[config.mk]
export PLATFORM = sky130hd
export DESIGN_NAME = shift_add_mul_ctrl
export DESIGN_NICKNAME = d
export VERILOG_FILES = /design/src/rtl/shift_add_mul_ctrl.sv
export SDC_FILE = /design/constraint.sdc
export NUM_CORES = 1
export LEC_CHECK = 0
export ABC_AREA = 1
export ABC_CLOCK_PERIOD_IN_PS = 20100
export BUFFER_PORTS_ARGS = -buffer_cell sky130_fd_sc_hd__buf_2
export CORE_UTILIZATION = 58
export CTS_CLUSTER_SIZE = 10
export DETAILED_ROUTE_END_ITERATION = 10
export GPL_TIMING_DRIVEN = 0
export HOLD_SLACK_MARGIN = 0.12
export PLACE_DENSITY = 0.94
export SYNTH_ARGS = -nofsm -noshare
export SYNTH_HDL_FRONTEND = slang
export SYNTH_HIERARCHICAL = 1
export SYNTH_SLANG_ARGS = --single-unit
[constraint.sdc]
create_clock -name clk -period 20.1 [get_ports clk]
set_input_delay 0 -clock clk [delete_from_list [all_inputs] [get_ports clk]]
set_output_delay 0 -clock clk [all_outputs]
set_load 0.005 [all_outputs]
[src/rtl/shift_add_mul_ctrl.sv]
// Sequential 32x32 unsigned multiplier: one shared ripple adder, 32 shift-add steps per operation,
// valid/ready handshakes on both operand and result sides.

module full_adder32 (
    input  logic [31:0] a,
    input  logic [31:0] b,
    input  logic        cin,
    output logic [31:0] sum,
    output logic        cout
);

    logic [32:0] carry;

    assign carry[0] = cin;

    // Plain ripple chain; each stage is a textbook 1-bit full adder.
    for (genvar i = 0; i < 32; i++) begin : g_bit
        assign sum[i]     = a[i] ^ b[i] ^ carry[i];
        assign carry[i+1] = (a[i] & b[i]) | (a[i] & carry[i]) | (b[i] & carry[i]);
    end

    assign cout = carry[32];

endmodule

module shift_add_mul_ctrl (
    input  logic        clk,
    input  logic        rst_n,
    input  logic        start_valid,
    output logic        start_ready,
    input  logic [31:0] a,
    input  logic [31:0] b,
    output logic        res_valid,
    input  logic        res_ready,
    output logic [63:0] product,
    output logic        busy
);

    typedef enum logic [1:0] {
        IDLE = 2'd0,
        RUN  = 2'd1,
        DONE = 2'd2
    } state_t;

    state_t      state_q, state_d;
    logic [31:0] mcand_q, mcand_d;
    logic [31:0] hi_q, hi_d;
    logic [31:0] lo_q, lo_d;
    logic [4:0]  cnt_q, cnt_d;
    logic        start_ready_q, start_ready_d;
    logic        res_valid_q, res_valid_d;
    logic        busy_q, busy_d;

    logic [31:0] addend;
    logic [31:0] sum;
    logic        carry;

    // lo doubles as the multiplier shift register; its LSB gates the multiplicand.
    assign addend = lo_q[0] ? mcand_q : 32'd0;

    full_adder32 u_adder (
        .a    (hi_q),
        .b    (addend),
        .cin  (1'b0),
        .sum  (sum),
        .cout (carry)
    );

    always_comb begin
        state_d = state_q;
        mcand_d = mcand_q;
        hi_d    = hi_q;
        lo_d    = lo_q;
        cnt_d   = cnt_q;

        case (state_q)
            IDLE: begin
                if (start_valid && start_ready_q) begin
                    state_d = RUN;
                    mcand_d = a;
                    lo_d    = b;
                    hi_d    = 32'd0;
                    cnt_d   = 5'd0;
                end
            end
            RUN: begin
                // Carry becomes the new MSB of hi so no product bit is ever lost.
                hi_d  = {carry, sum[31:1]};
                lo_d  = {sum[0], lo_q[31:1]};
                cnt_d = cnt_q + 5'd1;
                if (cnt_q == 5'd31) begin
                    state_d = DONE;
                end
            end
            DONE: begin
                if (res_valid_q && res_ready) begin
                    state_d = IDLE;
                end
            end
            default: begin
                state_d = IDLE;
            end
        endcase

        start_ready_d = (state_d == IDLE);
        res_valid_d   = (state_d == DONE);
        busy_d        = (state_d != IDLE);
    end

    always_ff @(posedge clk or negedge rst_n) begin
        if (!rst_n) begin
            state_q       <= IDLE;
            mcand_q       <= 32'd0;
            hi_q          <= 32'd0;
            lo_q          <= 32'd0;
            cnt_q         <= 5'd0;
            start_ready_q <= 1'b1;
            res_valid_q   <= 1'b0;
            busy_q        <= 1'b0;
        end else begin
            state_q       <= state_d;
            mcand_q       <= mcand_d;
            hi_q          <= hi_d;
            lo_q          <= lo_d;
            cnt_q         <= cnt_d;
            start_ready_q <= start_ready_d;
            res_valid_q   <= res_valid_d;
            busy_q        <= busy_d;
        end
    end

    assign start_ready = start_ready_q;
    assign res_valid   = res_valid_q;
    assign busy        = busy_q;
    assign product     = {hi_q, lo_q};

endmodule

### Word-level counts from Yosys, hierarchy flattened

Index checks and enable logic that the tools add are counted.
W data, S select, Z words.

* bits in registers: 106
* output and inout bits: 67

* $add $sub $neg: 1
* eq/ne operators: 5
* muxes and demuxes: 11
* bitwise operators: 219
* reduce and logical (&&, ||, !) cells: 8

Operator list (number)
* $pmux W32 S2: 2
* $mux W32: 3
* $and A1 B1 Y1: 94
* $xor A1 B1 Y1: 63
* $or A1 B1 Y1: 62
* $pmux W5 S2: 1
* $mux W2: 3
* $pmux W2 S3: 1
* $add A5 B1 Y5 const B: 1
* $eq A5 B5 Y1 const B: 1
* $mux W5: 1
* $eq A2 B2 Y1 const B: 2
* $logic_not A2 Y1: 2
* $reduce_and A2 Y1: 2
* $reduce_bool A2 Y1: 2
* $eq A2 B1 Y1 const B: 1
* $logic_and A1 B1 Y1: 2
* $ne A2 B2 Y1 const B: 1

### Longest topological paths before layout

* depth after elaboration: 96
* depth in mapped cells: 41
* gate-level depth less buffers: 40

### Hierarchy

The synthesis kept the hierarchy.

By module, submodules not included
* shift_add_mul_ctrl: instances 1, cells an instance 641, area each 4927.2 um^2
* full_adder32: instances 1, cells an instance 42, area each 678.2 um^2

### Worst setup path before layout

Ideal clock, no wire load.

* kind: flip-flop to flip-flop
* start: register lo_q[0]
* end: register hi_q[30]
* data arrival time: 12.820 ns
* data required time: 20.035 ns
* path slack: 7.215 ns
* cell stages (with the launch flop): 42
* buffers on the path: 1
* clock period less this slack: 12.885 ns
* cells stage by stage: dfrtp_1 -> clkbuf_1 -> nand2_1 -> inv_1 -> inv_1 -> fa_1 -> inv_1 -> fa_1 -> fa_1 -> fa_1 -> fa_1 -> fa_1 -> fa_1 -> fa_1 -> fa_1 -> fa_1 -> fa_1 -> fa_1 -> [... 6 more ...] -> fa_1 -> fa_1 -> fa_1 -> fa_1 -> fa_1 -> fa_1 -> fa_1 -> fa_1 -> fa_1 -> fa_1 -> fa_1 -> fa_1 -> fa_1 -> inv_1 -> fa_1 -> inv_1 -> nand2_1 -> nand2_1

* cells in the longest elaborated chain, start to end: 94

Ends and longest elaborated chain
* from (decl): RTL line 48 `logic [31:0] lo_q, lo_d;`
* from (signal assigned): RTL line 124 `lo_q <= lo_d;`
* $mux W32 (*): RTL line 59 `assign addend = lo_q[0] ? mcand_q : 32'd0;`
* via addend[0]: RTL line 54 `logic [31:0] addend;`
* $and A1 B1 Y1 (*): RTL line 19 `assign carry[i+1] = (a[i] & b[i]) | (a[i] & carry[i]) | (b[i] & carry[i]);`
* $and A1 B1 Y1: RTL line 19
* $or A1 B1 Y1: RTL line 19
* $or A1 B1 Y1 (*): RTL line 19
* $and A1 B1 Y1: RTL line 19
* $or A1 B1 Y1: RTL line 19
* [... 80 more ...]
* $or A1 B1 Y1: RTL line 19
* $or A1 B1 Y1 (*): RTL line 19
* $and A1 B1 Y1: RTL line 19
* $or A1 B1 Y1: RTL line 19
* $or A1 B1 Y1 (*): RTL line 19
* $xor A1 B1 Y1 (*): RTL line 18 `assign sum[i] = a[i] ^ b[i] ^ carry[i];`
* via sum[31]: RTL line 55 `logic [31:0] sum;`
* $pmux W32 S2 (*): RTL line 76 `case (state_q)`
* to (signal assigned): RTL line 123 `hi_q <= hi_d;`
* to (decl): RTL line 47 `logic [31:0] hi_q, hi_d;`

Mark *: on every way through the listed nets, which the timed path passes. The rest lies on a longest branch.
A chain may end at the register's enable or synchronous reset.

### Final worst setup path

* start: register lo_q[0]
* end: register hi_q[30]

RTL lines (RTL line)
* $mux W32 (*): 59
* via addend[1]: 54
* $and A1 B1 Y1: 19
* $or A1 B1 Y1: 19
* $or A1 B1 Y1 (*): 19
* $and A1 B1 Y1: 19
* $or A1 B1 Y1: 19
* $or A1 B1 Y1 (*): 19
* [... 79 more ...]
* $or A1 B1 Y1: 19
* $or A1 B1 Y1 (*): 19
* $and A1 B1 Y1: 19
* $or A1 B1 Y1: 19
* $or A1 B1 Y1 (*): 19
* $xor A1 B1 Y1 (*): 18
* via sum[31]: 55
* $pmux W32 S2 (*): 76

Marks and branches as above.

==> summary.md <==
| Metric | Value |
|---|---|
| Post-CTS Hold Buffers | between 60 and 70 |
| Row Count | 35 |
| Critical Path Start Type | flop |
| Peak VDD IR | 0.0707 mV |
| Gr ovfl total | 0 |
| Post-CTS sizing | 0 |
| Buffers on Ports | approximately 130 |
| Avg Cell Area, Syn | 8.21 um^2 |
| Tmin final | ~14 ns |
| Syn-to-layout area delta | 30.5% |
| Post-route ant nets | 0 |
| Clk buf depth | 2 |
| Yosys top cell area share | 0.469 |
| Core box area | roughly 0.0093 mm^2 |
| First-pass GRT wire length | 26,100 um |
| Setup Buffers After CTS | 0 |
| CTS H-tree lvls | 3 |
| Worst R2R End | hi_q[30]$_DFFE_PN0P_ |
| I/O pin count | roughly 140 |
| Max-Cap Viols | 0 |
| TNS Setup | 0 ns |
| Most common cell on crit path | fa_1 |
| Initial DRT Pass Iterations | 6 |
| Final-report setup violation count | 0 |
| Reg2reg start | lo_q[0]$_DFFE_PN0P_ |
| Final Hold Fails | 0 |
| Worst setup path endpoint | hi_q[30]$_DFFE_PN0P_ |
| WL final | 15,900 um |
| Synthesized cell area | 0.00561 mm^2 |
| Max-slew headroom | 0.568 |
| Ranking of synthesized cells by area | dfrtp_1 47%, nand2_1 20%, nand3_1 12%, fa_1 11%, inv_1 3.0% |
| Starting Density | 0.604 |
| Placed cell count | around 950 |
| First DRT Iteration DRCs | 360 |
| Clk slew on worst S/H paths | roughly 0.1 ns |
| GRT Util Overall | 0.336 |
| YS warnings | 6 |
| PD cells | approximately 140 mW/mm^2 |
| Worst path required time | around 20 ns |
| Most frequent cells in the layout | 304 x nand2_1, 153 x buf_2, 137 x nand3_1 |
| Initial antenna violation count | 2 |
| # DRC | 0 |
| Nets | around 1,000 |
| Wire per inst | about 15 um |
| Synth Instances | 683 |
| Syn nets | just under 800 |
| Die area | about 0.010 mm^2 |
| Via count | about 5,600 |
| RePlAce Congestion | a little over 0.8 |
| Max Freq | around 72 MHz |
| Distinct cells, synth | 20 |
| Vias in the first global route | 5,652 |
| Commonest non-fill, non-tap cell in the layout | nand2_1 |
| Leakage | roughly 4.3 nW |
| Die Y-Extent | between 100 and 150 um |
| Critical Path Fanout Max | 10 |
| Final Max Slew Viols | 0 |
| Routed vias/inst | between 5 and 6 |
| Hold WC Path Type | in -> reg |
| CTS tree | yes |
| Least-Margin Pin Slew | about 0.65 ns |
| Setup Crit Path Kind | reg -> reg |
| Unrepaired setup endpoints after global routing | no |
| Seq/Total Area, Yosys | 0.473 |
| Cell taking the most area after synthesis | dfrtp_1 |
| Critical Path Slowest Stage Cell | fa_1 |
| Synthesized flop and latch total | about 110 |
| CP startpoint | lo_q[0]$_DFFE_PN0P_ |
| Crit-path max cell delay | about 0.42 ns |
| Die Width | between 100 and 150 um |
| WP data arrival | about 14 ns |
| CTS Sinks | approximately 110 |
| Status | finished, final reports clean |
| Crit. End Element | flop |
| Largest net degree at the start of global routing | 60 |
| Fin cells | 1,031 |
| Layout Skew | roughly 0.013 ns |
| Reg2Reg Depth | 39 |
| Root buffer cell | clkbuf_8 |
| Final Cycle Share | 0.688 |
| Layout cell share with drive strength beyond 1 | 0.206 |
| Worst-Skew Late Latency | roughly 0.36 ns |
| FF-to-FF setup slack | approximately 6.3 ns |
| Dpl hpwl | approximately 9800 um |
| CTS Buf Count | 9 |
-- sequential cells by signal, summed over array words and instances, names as in the netlist --
signal       count
hi_q            32
lo_q            32
mcand_q         32
cnt_q            5
state_q          2
busy             1
res_valid        1
start_ready      1
-- where the power goes --
group / internal (mW) / switching [mW]
clock: 0.0491 / 0.0751
sequential: 0.315 / 0.0850
combinational: 0.214 / 0.315
total: 0.579 / 0.475
-- metrics by stage --
| stage | setup WS [ns] | hold slack [ns] | cell area (um^2) | power, mW | util |
|---|---|---|---|---|---|
| floorplan | 7.21 | -0.296 | 5610 | 0.726 | - |
| global placement | 6.70 | 0.233 | 6440 | 0.865 | 0.693 |
| detailed placement | 6.41 | 0.0632 | 6470 | 0.903 | 0.697 |
| CTS | 6.36 | 0.140 | 7310 | 1.03 | 0.787 |
| global route | 5.84 | 0.187 | 7310 | 1.15 | 0.788 |
| finish | 6.26 | 0.168 | 7310 | 1.05 | 0.788 |
-- final cells by class --
| class | instances | area (um^2) |
|---|---|---|
| clock buffers | 11 | 141 |
| repair buffers | 201 | 1360 |
| well taps | 129 | 161 |
| plain buffers | 45 | 224 |
| inverters | 47 | 176 |
| flip-flops and latches | 106 | 2650 |
| fillers | 610 | 1970 |
| diodes | 2 | 5.00 |
| clock inverters | 5 | 40.0 |
| multi-input cells | 485 | 2550 |
-- worst min-delay path by stage --
stage	start	to	slack [ns]	cells past startpoint
6_report	start_valid	mcand_q[2]$_DFFE_PN0P_	0.17	5
5_1_grt	start_valid	mcand_q[3]$_DFFE_PN0P_	0.19	5
4_1_cts	start_valid	mcand_q[2]$_DFFE_PN0P_	0.14	5
3_5_place_dp	rst_n	lo_q[4]$_DFFE_PN0P_	0.06	1
3_3_place_gp	a[18]	mcand_q[18]$_DFFE_PN0P_	0.23	3
2_1_floorplan	rst_n	busy$_DFF_PN0_	-0.30	0
-- cell families (layout without fill, tap and decap cells) --
family / count (synthesis) / count (layout) / synth area share
buffers and inverters: 92 / 309 / 0.0714
DFF: 106 / 106 / 0.473
AOI/OAI and AO/OA: 1 / 1 / 0.000892
and+or+nand+nor: 449 / 449 / 0.335
adders and majority gates: 34 / 34 / 0.119
other: 1 / 3 / 0.000669
-- synth_stat cells --
cell,count
conb_1,1
buf_1,6
fa_1,32
buf_4,6
nor2_4,1
ha_1,2
buf_6,1
nand3_1,137
inv_2,2
dfstp_2,1
or2_2,2
clkbuf_1,12
buf_2,20
dfrtp_1,105
o21ai_0,1
nor2_1,2
nand2_1,304
nand2_2,2
inv_1,45
nand4_1,1
-- critical path: cells and delay by family, from the launching register on --
kind | cells | cell delay [ns]
buffers and inverters | 5 | 0.68
adder cells (fa/ha/maj) | 31 | 12.46
flip-flops | 1 | 0.40
AND/OR/NAND/NOR | 3 | 0.22
-- layer usage --
| layer | part of all wire | GRT usage |
|---|---|---|
| met5 | 0 | 0 |
| met4 | 0.036 | 0.168 |
| met3 | 0.070 | 0.0425 |
| met2 | 0.51 | 0.584 |
| met1 | 0.38 | 0.416 |
No activity file was read; power rests on OpenSTA's default activity.
